**config.mk**
```make
export PLATFORM = sky130hd
export DESIGN_NAME = external_io_chain
export DESIGN_NICKNAME = d
export VERILOG_FILES = /design/src/rtl/external_io_pkg.sv /design/src/rtl/io_sync_edge.sv /design/src/rtl/external_io_chain.sv
export SDC_FILE = /design/constraint.sdc
export NUM_CORES = 1
export LEC_CHECK = 0
export ABC_AREA = 1
export ABC_CLOCK_PERIOD_IN_PS = 12800
export CAP_MARGIN = 20
export CORE_AREA = 2 2 219 178
export CTS_BUF_LIST = sky130_fd_sc_hd__clkbuf_8
export CTS_CLUSTER_DIAMETER = 60
export CTS_CLUSTER_SIZE = 12
export DETAILED_ROUTE_END_ITERATION = 6
export DIE_AREA = 0 0 221 180
export DONT_BUFFER_PORTS = 1
export PLACE_DENSITY = 0.67
export SYNTH_ARGS = -nofsm -noshare
export SYNTH_HDL_FRONTEND = slang
export SYNTH_SLANG_ARGS = --single-unit
```
**constraint.sdc**
```tcl
create_clock -name clk -period 12.8 [get_ports clk]
set_input_delay 3.84 -clock clk [delete_from_list [all_inputs] [get_ports clk]]
set_output_delay 3.84 -clock clk [all_outputs]
set_load 0.05 [all_outputs]
```
**src/rtl/external_io_pkg.sv**
```systemverilog
// Shared definitions for the external IO chain: FSM encoding and frame sizing.
package external_io_pkg;

  typedef enum logic [1:0] {
    STATE_LOAD = 2'b00,
    STATE_EXEC = 2'b01,
    STATE_DONE = 2'b10
  } state_e;

  // A result frame is the valid flag followed by the nonce.
  function automatic int frame_width(input int result_data_width);
    return result_data_width + 1;
  endfunction

endpackage

```
**src/rtl/io_sync_edge.sv**
```systemverilog
// Multi-stage synchroniser for one async line with rise/fall strobes, plus a
// data tap delayed to the same latency as the edge strobes.
module io_sync_edge #(
  parameter int SYNC_STAGES = 2,
  parameter int DATA_WIDTH  = 1
) (
  input  logic                  clk,
  input  logic                  rst_n,
  input  logic                  line_i,
  input  logic [DATA_WIDTH-1:0] data_i,
  output logic                  level_o,
  output logic                  rise_o,
  output logic                  fall_o,
  output logic [DATA_WIDTH-1:0] data_o
);

  // line_q[0] is the newest sample; edges compare the last two stages.
  logic [SYNC_STAGES-1:0] line_q;
  // Data needs one stage fewer: it lines up with the newer edge sample.
  logic [DATA_WIDTH-1:0]  data_q [SYNC_STAGES-1];

  // Shift the line and its companion data through the synchroniser stages.
  always_ff @(posedge clk or negedge rst_n) begin
    if (!rst_n) begin
      line_q <= '0;
      // NOTE: arrays are not cleared by a single '0; each entry is reset so no
      // phantom edge or stale data appears after reset release.
      for (int i = 0; i < SYNC_STAGES-1; i++) data_q[i] <= '0;
    end else begin
      // NOTE: non-blocking assignments let every stage sample the previous
      // stage's old value, which is what makes this a shift chain.
      line_q    <= {line_q[SYNC_STAGES-2:0], line_i};
      data_q[0] <= data_i;
      for (int i = 1; i < SYNC_STAGES-1; i++) data_q[i] <= data_q[i-1];
    end
  end

  assign level_o = line_q[SYNC_STAGES-1];
  assign rise_o  =  line_q[SYNC_STAGES-2] & ~line_q[SYNC_STAGES-1];
  assign fall_o  = ~line_q[SYNC_STAGES-2] &  line_q[SYNC_STAGES-1];
  assign data_o  = data_q[SYNC_STAGES-2];

endmodule

```
**src/rtl/external_io_chain.sv**
```systemverilog
// Host IO block for the shapool miner: loads job/device config over two shift
// ports, runs the core, captures a result frame and shifts it down the chain.
module external_io_chain
  import external_io_pkg::*;
#(
  parameter int JOB_CONFIG_WIDTH    = 352,
  parameter int DEVICE_CONFIG_WIDTH = 8,
  parameter int RESULT_DATA_WIDTH   = 32,
  parameter int SYNC_STAGES         = 2
) (
  input  logic                           clk,
  input  logic                           reset_n,
  input  logic                           sck0,
  input  logic                           sdi0,
  input  logic                           cs0_n,
  input  logic                           sck1,
  input  logic                           sdi1,
  output logic                           sdo1,
  input  logic                           cs1_n,
  input  logic                           start,
  input  logic                           ready_in,
  output logic                           ready_out,
  output logic                           shapool_run,
  output logic [JOB_CONFIG_WIDTH-1:0]    job_config,
  output logic [DEVICE_CONFIG_WIDTH-1:0] device_config,
  input  logic [RESULT_DATA_WIDTH-1:0]   shapool_result,
  input  logic                           shapool_success
);

  localparam int FW = frame_width(RESULT_DATA_WIDTH);

  logic [1:0] rst_sync_q;
  logic       rst_n;

  // Reset asserts immediately and releases on a clock edge.
  always_ff @(posedge clk or negedge reset_n) begin
    if (!reset_n) rst_sync_q <= '0;
    else          rst_sync_q <= {rst_sync_q[0], 1'b1};
  end
  assign rst_n = rst_sync_q[1];

  logic sck0_rise, sdi0_s, cs0_n_s;
  logic sck1_rise, sck1_fall, sdi1_s, cs1_n_s;
  logic start_s, start_rise, ready_s;
  logic sck0_level_unused, sck0_fall_unused, sck1_level_unused;
  logic start_fall_unused, start_data_unused;
  logic ready_rise_unused, ready_fall_unused, ready_data_unused;

  io_sync_edge #(.SYNC_STAGES(SYNC_STAGES), .DATA_WIDTH(2)) u_sync_port0 (
    .clk(clk), .rst_n(rst_n), .line_i(sck0), .data_i({sdi0, cs0_n}),
    .level_o(sck0_level_unused), .rise_o(sck0_rise), .fall_o(sck0_fall_unused),
    .data_o({sdi0_s, cs0_n_s})
  );

  io_sync_edge #(.SYNC_STAGES(SYNC_STAGES), .DATA_WIDTH(2)) u_sync_port1 (
    .clk(clk), .rst_n(rst_n), .line_i(sck1), .data_i({sdi1, cs1_n}),
    .level_o(sck1_level_unused), .rise_o(sck1_rise), .fall_o(sck1_fall),
    .data_o({sdi1_s, cs1_n_s})
  );

  io_sync_edge #(.SYNC_STAGES(SYNC_STAGES), .DATA_WIDTH(1)) u_sync_start (
    .clk(clk), .rst_n(rst_n), .line_i(start), .data_i(1'b0),
    .level_o(start_s), .rise_o(start_rise), .fall_o(start_fall_unused),
    .data_o(start_data_unused)
  );

  io_sync_edge #(.SYNC_STAGES(SYNC_STAGES), .DATA_WIDTH(1)) u_sync_ready (
    .clk(clk), .rst_n(rst_n), .line_i(ready_in), .data_i(1'b0),
    .level_o(ready_s), .rise_o(ready_rise_unused), .fall_o(ready_fall_unused),
    .data_o(ready_data_unused)
  );

  state_e                         state_q, state_d;
  logic [JOB_CONFIG_WIDTH-1:0]    job_q, job_d;
  logic [DEVICE_CONFIG_WIDTH-1:0] dev_q, dev_d;
  logic [FW-1:0]                  frame_q, frame_d;
  logic                           sdo1_q, sdo1_d;
  logic                           ready_out_q, ready_out_d;

  logic shift0, shift1, out1;
  assign shift0 = sck0_rise & ~cs0_n_s;
  assign shift1 = sck1_rise & ~cs1_n_s;
  assign out1   = sck1_fall & ~cs1_n_s;

  // State and datapath registers.
  always_ff @(posedge clk or negedge rst_n) begin
    if (!rst_n) begin
      state_q     <= STATE_LOAD;
      job_q       <= '0;
      dev_q       <= '0;
      frame_q     <= '0;
      sdo1_q      <= 1'b0;
      ready_out_q <= 1'b0;
    end else begin
      state_q     <= state_d;
      job_q       <= job_d;
      dev_q       <= dev_d;
      frame_q     <= frame_d;
      sdo1_q      <= sdo1_d;
      ready_out_q <= ready_out_d;
    end
  end

  // Next-state logic: config load, run control, result capture and shift-out.
  always_comb begin
    // NOTE: every target gets a default first so no path leaves it unassigned,
    // which would infer a latch.
    state_d     = state_q;
    job_d       = job_q;
    dev_d       = dev_q;
    frame_d     = frame_q;
    sdo1_d      = sdo1_q;
    ready_out_d = (state_q == STATE_DONE) | ready_s;
    case (state_q)
      STATE_LOAD: begin
        if (shift0) job_d  = {job_q[JOB_CONFIG_WIDTH-2:0], sdi0_s};
        if (shift1) dev_d  = {dev_q[DEVICE_CONFIG_WIDTH-2:0], sdi1_s};
        if (out1)   sdo1_d = dev_q[DEVICE_CONFIG_WIDTH-1];
        if (start_rise && cs0_n_s && cs1_n_s) state_d = STATE_EXEC;
      end
      STATE_EXEC: begin
        // A found result outranks a stop request arriving in the same cycle.
        if (shapool_success) begin
          frame_d = {1'b1, shapool_result};
          sdo1_d  = 1'b1;
          state_d = STATE_DONE;
        end else if (ready_s || !cs1_n_s) begin
          frame_d = '0;
          sdo1_d  = 1'b0;
          state_d = STATE_DONE;
        end
      end
      STATE_DONE: begin
        if (shift1) frame_d = {frame_q[FW-2:0], sdi1_s};
        if (out1)   sdo1_d  = frame_q[FW-1];
        if (!start_s && cs1_n_s) state_d = STATE_LOAD;
      end
      default: begin
        state_d     = STATE_LOAD;
        job_d       = '0;
        dev_d       = '0;
        frame_d     = '0;
        sdo1_d      = 1'b0;
        ready_out_d = 1'b0;
      end
    endcase
  end

  assign job_config    = job_q;
  assign device_config = dev_q;
  assign sdo1          = sdo1_q;
  assign ready_out     = ready_out_q;
  assign shapool_run   = (state_q == STATE_EXEC);

endmodule

```
==> impl_metrics.yaml <==
layout:
  syn_to_final_growth_pct: 2.26
  multi_input_area_um2: 6430
  regArea_um2: 10300
  fillers: 3439
  drive_above_1_share: 0.157
  fin_nets: 1848
placement:
  gp_congestion: 0.781
  dp_hpwl_um: 26300
  io_buffers: 0
  dp_worst_setup_slack_ns: 7.19
synthesis:
  synth_commonest_cells: "nand2_1, dfrtp_1, o21ai_2"
  synthesis.area_um2: 17800
  synth_top_area_frac: 0.576
  ys_types: 22
  async_flop_share: 1.00
  synth.most_common_cell: "nand2_1"
  yosys_warnings: 0
  synth.yosys.seq_area_share: 0.576
  syn-instance-count: 1885
  synth-edff-count: 0
  synth_top_area_cell: "dfrtp_1"
  synthFlopType: "dfrtp_1"
  ys_ff_latch: 411
  syn_nets: 1933
  avgSynthCellArea_um2: 9.47
  synthTopCellsByArea: "dfrtp_1, nand2_1, o21ai_2"
timing:
  fin_skew_ns: 0.0247
  worst_slew_pin_slew_ns: 1.04
  hold_viol_final: 0
  rsz0062_at_grt: "no"
  slew_viol_final: 0
  relSlewSlack: 0.304
  min_period_over_period: 0.458
  fin_crit_ns: 5.87
  fmax_ghz: 0.170
  tns_ns: 0
  worst_slack_ns: 6.93
  setup_viol: 0
clock_tree:
  cts_hold_repair.buffers: 0
  cts_buffer_depth: 3
  worstSkewPairLatency_ns: 0.58
  cts_tree: "done"
  cts_root_buf: "clkbuf_8"
  cts_resized: 0
  clock-sinks: 411
  htree_levels: 2
  cts_buffers: 42
  postCtsSetupBuffers: 0
  clk_pin_slew_worst_paths_ns: 0.08
power_and_ir_drop:
  power_switching_mw: 1.49
  pwr-share-comb: 0.331
  power.density_nw_per_um2: 182
  p_seq_frac: 0.434
  switching_share: 0.448
  leakagePower_nw: 7.84
  max-vdd-ir-drop_mv: 0.264
  internal_power_mw: 1.83
  clkPwrFrac: 0.235
global_route:
  antenna_found_initial: 12
  grt_pass1_vias: 11400
  use_met1: 0.265
  grt_use_met2: 0.299
  track_usage: 0.200
  grt_max_degree: 177
  globalRoute.totalOverflow: 0
  grt_first_pass_wirelength_um: 65200
  use_met3: 0.0811
  gr-max-usage-layer: "met2"
critical_path:
  crit_required_ns: 8.96
  crit_path_top_delay_cell: "ha_2"
  path_max_fanout: 35
  end_kind: "output pin"
  crit_path_start_kind: "register"
  max_stage_delay_ns: 0.85
  r2r_start: "state_q[1]"
  crit_type: "reg -> out"
  rr_worst_depth: 9
  path_cells: "inv_1 -> ha_2"
  cp.arrival_ns: 2.03
  rrSetupSlack_ns: 7.29
  rr_endpoint: "job_config[189]"
detailed_routing:
  routed_wl_um: 40600
  drt-initial-drc-count: 1146
  via_per_inst: 5.27
  wire_per_inst_um: 17.6
  drt-pass1-iter-count: 6
  num_vias: 12200
  drc: 0
  postRouteAntennaNets: 0
job:
  drv_cap: 0
floorplan:
  die_h_um: 180
  start_util: 0.473
  io_pins: 406
  die_area_um2: 39800
  coreArea_um2: 37700
  rows: 64
  die_x_um: 221
outcome:
  run_status: "finished clean"
worst_hold_path:
  hold_path_class: "reg -> async"
## through the flow
stage	std cells	hold WS [ns]	utilization	total power, mW	cell area (µm²)
final	2313	0.302	0.484	3.32	18300
after global routing	2309	0.359	0.484	3.54	18200
after CTS	2302	0.327	0.482	3.35	18200
after detailed placement	2250	0.319	0.464	2.55	17500
after global placement	2250	0.318	0.464	2.53	17500
after floorplan	1885	0.331	-	2.71	17800
## logic make-up after synthesis
kind of cell,count (synthesis),synth area share
AOI/OAI and AO/OA,395,0.156
adders and majority gates,5,0.00351
buffers and inverters,153,0.0651
DFF,411,0.576
other,1,0.000210
and+or+nand+nor,920,0.199
## per-layer routing
metal | routed length [µm] | part of all wire | up-vias
li1 | - | - | 5881
met1 | 17200 | 0.42 | 5870
met2 | 18700 | 0.46 | 366
met3 | 3880 | 0.096 | 74
met4 | 852 | 0.021 | 6
met5 | 40 | 0.00099 | -
## power by group through the flow
stage	Combinational [mW]	Clock, mW	Sequential (mW)
after floorplan	1.24	0	1.47
after global placement	1.07	0	1.47
after detailed placement	1.08	0	1.47
after CTS	1.08	0.820	1.44
after global routing	1.22	0.869	1.45
final	1.10	0.782	1.44
## worst max-delay path: cells and delay by family, from the launching register on
kind                     cells  cell delay, ns
adder cells (fa/ha/maj)      1            0.85
buffers and inverters        1            0.18
flip-flops                   1            0.42
## flip-flops by register name, summed over array words and instances (netlist names)
| signal | count |
|---|---|
| device_config | 8 |
| job_config | 352 |
| ready_out | 1 |
| frame_q | 33 |
| u_sync_port1.line_q | 2 |
| sdo1 | 1 |
| rst_sync_q | 2 |
| state_q | 2 |
| u_sync_start.line_q | 2 |
| u_sync_port1.data_o | 2 |
| u_sync_port0.line_q | 2 |
| u_sync_port0.data_o | 2 |
| u_sync_ready.line_q | 2 |
## how the worst max path moves through the flow
stage	slack [ns]	end	from	cells after the start
after floorplan	0.50	device_config[0]	rst_sync_q[1]	0
after global placement	7.22	frame_q[0]	shapool_success	5
after detailed placement	7.19	frame_q[22]	shapool_success	5
after CTS	6.86	shapool_run	state_q[1]	2
after global routing	6.74	job_config[173]	state_q[1]	9
final	6.93	shapool_run	state_q[1]	2
## cell usage in the layout (no fill, tap or decap), types with 2 or more instances in the layout
cell type,instances
a21oi_1,33
buf_12,2
buf_4,12
bufinv_16,2
clkbuf_8,43
dfrtp_1,410
diode_2,10
ha_1,3
inv_1,9
inv_2,2
inv_6,2
nand2_1,844
nand3_1,67
nand4_1,3
nor2_1,2
o21ai_0,72
o21ai_1,79
o21ai_2,210
## layout make-up
class                      count  share of cell area
clock inverter                 9             0.00583
inverter                       9             0.00185
tap                          495              0.0339
sequential                   411               0.564
timing repair buffer          15             0.00864
clock buffer                  43              0.0324
multi-input combinational   1321               0.352
antenna                       10             0.00137
(Power assumes the default switching activity.)
